`config.mk`:
```
export PLATFORM = sky130hd
export DESIGN_NAME = key_conditioner
export DESIGN_NICKNAME = d
export VERILOG_FILES = /design/src/rtl/key_conditioner.sv
export SDC_FILE = /design/constraint.sdc
export NUM_CORES = 1
export LEC_CHECK = 0
export BUFFER_PORTS_ARGS = -buffer_cell sky130_fd_sc_hd__buf_2
export CAP_MARGIN = 20
export CORE_ASPECT_RATIO = 0.8
export CORE_MARGIN = 4
export CORE_UTILIZATION = 43
export CTS_CLUSTER_DIAMETER = 30
export DETAILED_ROUTE_END_ITERATION = 8
export SYNTH_ARGS = -nofsm -noshare
export SYNTH_HDL_FRONTEND = slang
export SYNTH_SLANG_ARGS = --single-unit
```
`constraint.sdc`:
```
create_clock -name clk -period 2.6 [get_ports clk]
set_clock_uncertainty 0.05 [all_clocks]
set_input_delay 0.13 -clock clk [delete_from_list [all_inputs] [get_ports clk]]
set_output_delay 0.13 -clock clk [all_outputs]
set_load 0.05 [all_outputs]
```
`src/rtl/key_conditioner.sv`:
```
// key_conditioner: synchronizes and debounces active-low keys into clean levels plus
// press/release pulses, and double-flop synchronizes the switch bus.
module key_conditioner #(
    parameter int N_BTN           = 2,
    parameter int SW_W            = 8,
    parameter int DEBOUNCE_CYCLES = 50000
) (
    input  logic             clk,
    input  logic             reset,
    input  logic [N_BTN-1:0] btn_n,
    input  logic [SW_W-1:0]  sw,
    output logic [N_BTN-1:0] btn_level_n,
    output logic [N_BTN-1:0] btn_press,
    output logic [N_BTN-1:0] btn_release,
    output logic [SW_W-1:0]  sw_sync
);
    localparam int CW = $clog2(DEBOUNCE_CYCLES) + 1;
    typedef enum logic [1:0] {REL, CNT_P, PRS, CNT_R} state_t;
    logic [SW_W-1:0] sw_meta;
    always_ff @(posedge clk or negedge reset)
        if (!reset) begin
            sw_meta <= '0;
            sw_sync <= '0;
        end else begin
            sw_meta <= sw;
            sw_sync <= sw_meta;
        end
    genvar i;
    generate
        for (i = 0; i < N_BTN; i++) begin : g_btn
            logic          sync1, sync2, stable, stable_nxt, press, press_nxt, rls, rls_nxt, done;
            logic [CW-1:0] count, count_nxt;
            state_t        state, state_nxt;
            always_ff @(posedge clk or negedge reset)
                if (!reset) begin
                    sync1  <= 1'b1;
                    sync2  <= 1'b1;
                    stable <= 1'b1;
                    count  <= '0;
                    state  <= REL;
                    press  <= 1'b0;
                    rls    <= 1'b0;
                end else begin
                    sync1  <= btn_n[i];
                    sync2  <= sync1;
                    stable <= stable_nxt;
                    count  <= count_nxt;
                    state  <= state_nxt;
                    press  <= press_nxt;
                    rls    <= rls_nxt;
                end
            // The idle state's counter is 0, so entering a count and continuing one share a path.
            always_comb begin
                state_nxt  = state;
                count_nxt  = '0;
                stable_nxt = stable;
                press_nxt  = 1'b0;
                rls_nxt    = 1'b0;
                done       = count == CW'(DEBOUNCE_CYCLES - 1);
                case (state)
                    REL, CNT_P:
                        if (sync2) state_nxt = REL;
                        else if (done) begin
                            stable_nxt = 1'b0;
                            press_nxt  = 1'b1;
                            state_nxt  = PRS;
                        end else begin
                            count_nxt = count + 1'b1;
                            state_nxt = CNT_P;
                        end
                    PRS, CNT_R:
                        if (!sync2) state_nxt = PRS;
                        else if (done) begin
                            stable_nxt = 1'b1;
                            rls_nxt    = 1'b1;
                            state_nxt  = REL;
                        end else begin
                            count_nxt = count + 1'b1;
                            state_nxt = CNT_R;
                        end
                endcase
            end
            assign btn_level_n[i] = stable;
            assign btn_press[i]   = press;
            assign btn_release[i] = rls;
        end
    endgenerate
endmodule

```
[Yosys cells after proc, flatten, opt, wreduce, memory -nomap -nowiden]
Cells that the tools add are included.
Word-level totals
  flip-flop bits (word level): 64
  latch bits: 0
  RAM bits: 0
  memory bits (read-only): 0
  bits of input ports: 12
  output and inout bits: 14
  memories: 0
Operators by class
  $add $sub $neg: 2
  multiply operators: 0
  divide/modulo/power cells: 0
  order comparisons: 0
  equal/unequal tests: 16
  shifts and indexed selects: 0
  multiplexer cells: 38
  bitwise gates (word level): 0
  reductions and logical operators: 8
Operators by type and width (number)
  $mux W17: 6
  $pmux W17 S2: 2
  $add A17 B1 Y17 const B: 2
  $eq A17 B16 Y1 const B: 2
  $mux W1: 18
  $mux W2: 8
  $ne A2 B2 Y1 const B: 8
  $eq A2 B2 Y1 const B: 4
  $pmux W2 S2: 2
  $reduce_and A4 Y1: 2
  $reduce_or A2 Y1: 4
  $eq A2 B1 Y1 const B: 2
  $logic_not A2 Y1: 2
  $pmux W1 S2: 2

[Logic depth before layout (Yosys ltp)]
  word-level depth: 4
  gate-level depth with buffers: 7

[Worst setup path before layout]
No wires, ideal clock.
  path kind: register -> register
  from: register g_btn[1].count[11]
  to: register g_btn[1].count[10]
  library setup time: 119 ps
  arrival time: 1617 ps
  data required time: 2431 ps
  path slack: 814 ps
  cell stages (with the launch flop): 6
  path through: dfrtp_1 -> or3_1 -> or3_1 -> o21ai_4 -> buf_6 -> nor2_1
On the way
  cells in the longest elaborated chain, start to end: 4
  elaborated cells on any way between the ends: 5
  those cells by class: 1 x eq/ne; 4 x mux
RTL lines
  start, declared: line 32  | logic [CW-1:0] count, count_nxt;
  start signal, assigned: line 47  | count <= count_nxt;
  $eq A17 B16 Y1 (*): line 59  | done = count == CW'(DEBOUNCE_CYCLES - 1);
  $mux W17 (*): line 63, 73
  $mux W17 (on tied branches): line 72, 62
  $pmux W17 S2 (*): line 60  | case (state)
  net g_btn[1].count_nxt[10]: line 32
Mark *: on every way through the listed nets, which the timed path passes. The rest lies on a longest branch.
A chain may end at the register's enable or synchronous reset.

[Worst setup path after layout]
  from: register g_btn[0].count[5]
  to: register g_btn[0].count[15]
On the way
  cells in the longest elaborated chain, start to end: 4
  elaborated cells on any way between the ends: 6
  those cells by class: 1 x add/sub; 1 x eq/ne; 4 x mux
RTL lines (line)
  start, declared: 32
  start signal, assigned: 47
  $add A17 B1 Y17 / $eq A17 B16 Y1 (equally long branches): 68, 78, 59
  $mux W17 (*): 63, 73
  $mux W17 (on tied branches): 72, 62
  $pmux W17 S2 (*): 60
  net g_btn[0].count_nxt[15]: 32
Marked as above.

==> metrics.md <==
| Metric | Value |
|---|---|
| Clock power frac | `approximately 46%` |
| Total GRT Usage | `around 14%` |
| Power Dens Cells | `661 nW/µm²` |
| Final worst-path setup slack | `598 ps` |
| Initial antenna violation count | `0` |
| Unrepaired setup endpoints after global routing | `false` |
| Drt initial violations | `approximately 120` |
| Pin count of the biggest net entering global routing | `32` |
| Worst-path clk slew | `70 ps` |
| Dpl ws | `583 ps` |
| Number of synthesized flops with an enable pin | `0` |
| Gr ovfl total | `0` |
| R2r startpoint | `g_btn[0].count[5]` |
| H-tree depth | `3` |
| Seq cells post-synth | `62` |
| Port Buffers | `25` |
| Hold_sp | `sw_meta[1]` |
| Drt total wl | `4480 µm` |
| Avg Synthesized Cell Area | `around 11 µm²` |
| HPWL after DPL | `3010 µm` |
| CP startpoint | `g_btn[0].count[5]` |
| Clock sink count | `62` |
| Post-synth cell types | `32` |
| Root Driver | `clkbuf_8` |
| Vias/cell | `4.83` |
| Num rows | `24` |
| Chip height | `77.1 µm` |
| Die area | `7270 µm²` |
| # Post-CTS Setup Buffers | `0` |
| Synth area leaders | `dfrtp_1 (55%), xnor2_1 (9.9%), dfstp_2 (6.1%)` |
| Worst Path Arrival | `2160 ps` |
| Total Power | `2030 µW` |
| Multiplexer area fraction after synthesis | `0.390%` |
| Seq pwr share | `around half` |
| Post-synthesis instance total | `226` |
| Min-delay worst type | `reg2reg` |
| Share of cells above drive strength 1 | `21.0%` |
| Wirelength per Cell | `12.8 µm` |
| Synth top area share | `54.7%` |
| Crit path launch type | `register` |
| Synth cell count leaders | `dfrtp_1 (56), nor2_1 (42), xnor2_1 (29)` |
| TNS Setup | `0 ps` |
| Synth Area in Simple Gates | `between 20% and 30%` |
| Initial core utilization | `45.7%` |
| Vias in the first global route | `1623` |
| Sw frac | `22.9%` |
| Placed cell area | `2730 µm²` |
| Final setup fails | `0` |
| Combinational Power Share | `under 10%` |
| Core ar. | `around 5600 µm²` |
| Layout area overhead | `19.6%` |
| Asr flop ratio synth | `100%` |
| Seq/Total Area, Yosys | `60.8%` |
| Vias | `1684` |
| Diodes inserted | `0` |
| Post-route cell area | `3070 µm²` |
| Cell area after synthesis | `around 2600 µm²` |
| Synth area leader | `dfrtp_1` |
| CP max FO | `17` |
| # DRC | `0` |
| Relative slew margins | `54.8%` |
| Final period util | `approximately three quarters` |
| Routed Antenna Nets | `0` |
| Most used DFF post-synth | `dfrtp_1` |
| Main combinational cell family by area after synthesis | `simple AND/OR/NAND/NOR gates` |
| Final Net Count | `280` |
| Min Hold Slack | `299 ps` |
| Clock latency at the later pin of the worst-skew pair | `340 ps` |
| Post-synthesis adder-cell area fraction | `0.976%` |
| Clock Path Buffers | `2` |
| WS Path Type | `reg2reg` |
| Critical path endpoint category | `register` |
| Sw Pwr | `465 µW` |
| VDD IR max | `0.413 mV` |
| Syn. warnings | `0` |
| CTS tree | `yes` |
| Slew of the pin with the lowest slew margin | `678 ps` |
| Syn_nets | `240` |
| Most frequent cell after synthesis | `dfrtp_1` |
| Internal power | `1560 µW` |
| Fin crit period | `between 2000 and 2500 ps` |
| LEAKAGE | `roughly 0.0013 µW` |
| DRT Pass-1 Iters | `4` |
| Synth Area in Compound Gates | `2.54%` |
| GP Congestion | `around 0.8` |
| Critical path data required time | `between 2000 and 3000 ps` |
| Global-route wire length before repair | `7740 µm` |
| Max-slew violation count | `0` |
| Top Ports | `26` |
| Max Clock Freq | `around 500 MHz` |
| Num CTS Buffers | `9` |
| XOR/XNOR Fraction of Synth Area | `~11%` |
| Final Hold Viols | `0` |
| Maxcap violations | `0` |
| Die width | `approximately 94 µm` |
| Outcome | `finished, final reports clean` |
[metrics by stage]
| stage | utilization, % | std cells |
|---|---|---|
| 2_1_floorplan | - | 226 |
| 3_3_place_gp | 48.7 | 322 |
| 3_5_place_dp | 48.7 | 322 |
| 4_1_cts | 54.6 | 349 |
| 5_1_grt | 54.6 | 349 |
| 6_report | 54.6 | 349 |
[kinds of logic after synthesis]
family	count (synthesis)
compound gates	8
xor+xnor	32
fa+ha+maj	2
buf+inv	17
flops	62
mux	1
simple gates	104
[worst max-delay path, stage by stage, from the launching register on]
cell	delay (ps)
dfrtp_1	430
or4b_1	550
nor3_2	220
a21o_1	510
nor2_1	110
[layout by cell type, fill, tap and decap left out]
cell type      Yosys  routed
dfrtp_1           56      56
nor2_1            42      42
xnor2_1           29      29
buf_2              0      25
nand3_1           11      11
nor3_1            11      11
dlygate4sd3_1      0      11
nand4_1           10      10
nor4_1            10      10
clkbuf_8           0       9
nand2_1            8       8
inv_1              7       7
dfstp_2            6       6
clkinvlp_4         0       4
or3_1              3       3
xor2_1             3       3
buf_4              8       3
and3_2             2       2
o21ai_0            2       2
ha_1               2       2
bufinv_16          0       2
or4b_1             1       1
nor3_2             1       1
a21o_1             1       1
nor4b_2            1       1
nand2_2            1       1
o21ai_4            1       1
and3_1             1       1
or4_4              1       1
nand3b_1           1       1
mux2i_1            1       1
a31oi_1            1       1
a2bb2oi_1          1       1
o21a_1             1       1
a211o_1            1       1
clkinv_4           0       1
[sequential cells by signal (all words and copies together), names as in the netlist]
signal	cells
g_btn.count	34
g_btn.stable	2
g_btn.press	2
sw_meta	8
g_btn.sync1	2
g_btn.state	2
g_btn.rls	2
sw_sync	8
g_btn.sync2	2
[final cells by class]
| type | count | area [µm²] |
|---|---|---|
| fill | 491 | 2550 |
| sequential | 62 | 1560 |
| multi-input combinational | 147 | 903 |
| timing repair buffer | 39 | 258 |
| clock buffer | 9 | 124 |
| clock inverter | 7 | 98.8 |
| tap | 78 | 97.6 |
| inverter | 7 | 26.3 |
[what timing repair did]
| action | in CTS | in global routing |
|---|---|---|
| hold buffers | 11 | 0 |
| hold endpoints to repair | 39 | 0 |
| resized for setup | 0 | 0 |
[power by group through the flow]
stage               clock [µW]  combinational [µW]  sequential, µW
floorplan                    0                24.7            1040
global placement             0                86.1            1020
detailed placement           0                86.0            1020
CTS                        959                98.6            1000
global route              1000                 106            1010
finish                     927                95.7            1000
[metal layers]
layer  vias to the layer above  routed length, µm  track usage, %
met5                         -                  0               0
li1                        845                  -               -
met1                       796               2190            20.3
met3                         6                358            7.05
met4                         0                 62            5.63
met2                        37               1870            17.8
[final timing paths]
path                       slack, ps                 end  cells past startpoint
max                              600  g_btn[0].count[15]                      4
min                              300          sw_sync[1]                      0
max reg2reg                      600  g_btn[0].count[15]                      4
min reg2reg                      300          sw_sync[1]                      0
max in group asynchronous       1440     g_btn[1].stable                      3
min in group asynchronous        310          sw_sync[7]                      2
No activity file was read; power rests on OpenSTA's default activity.
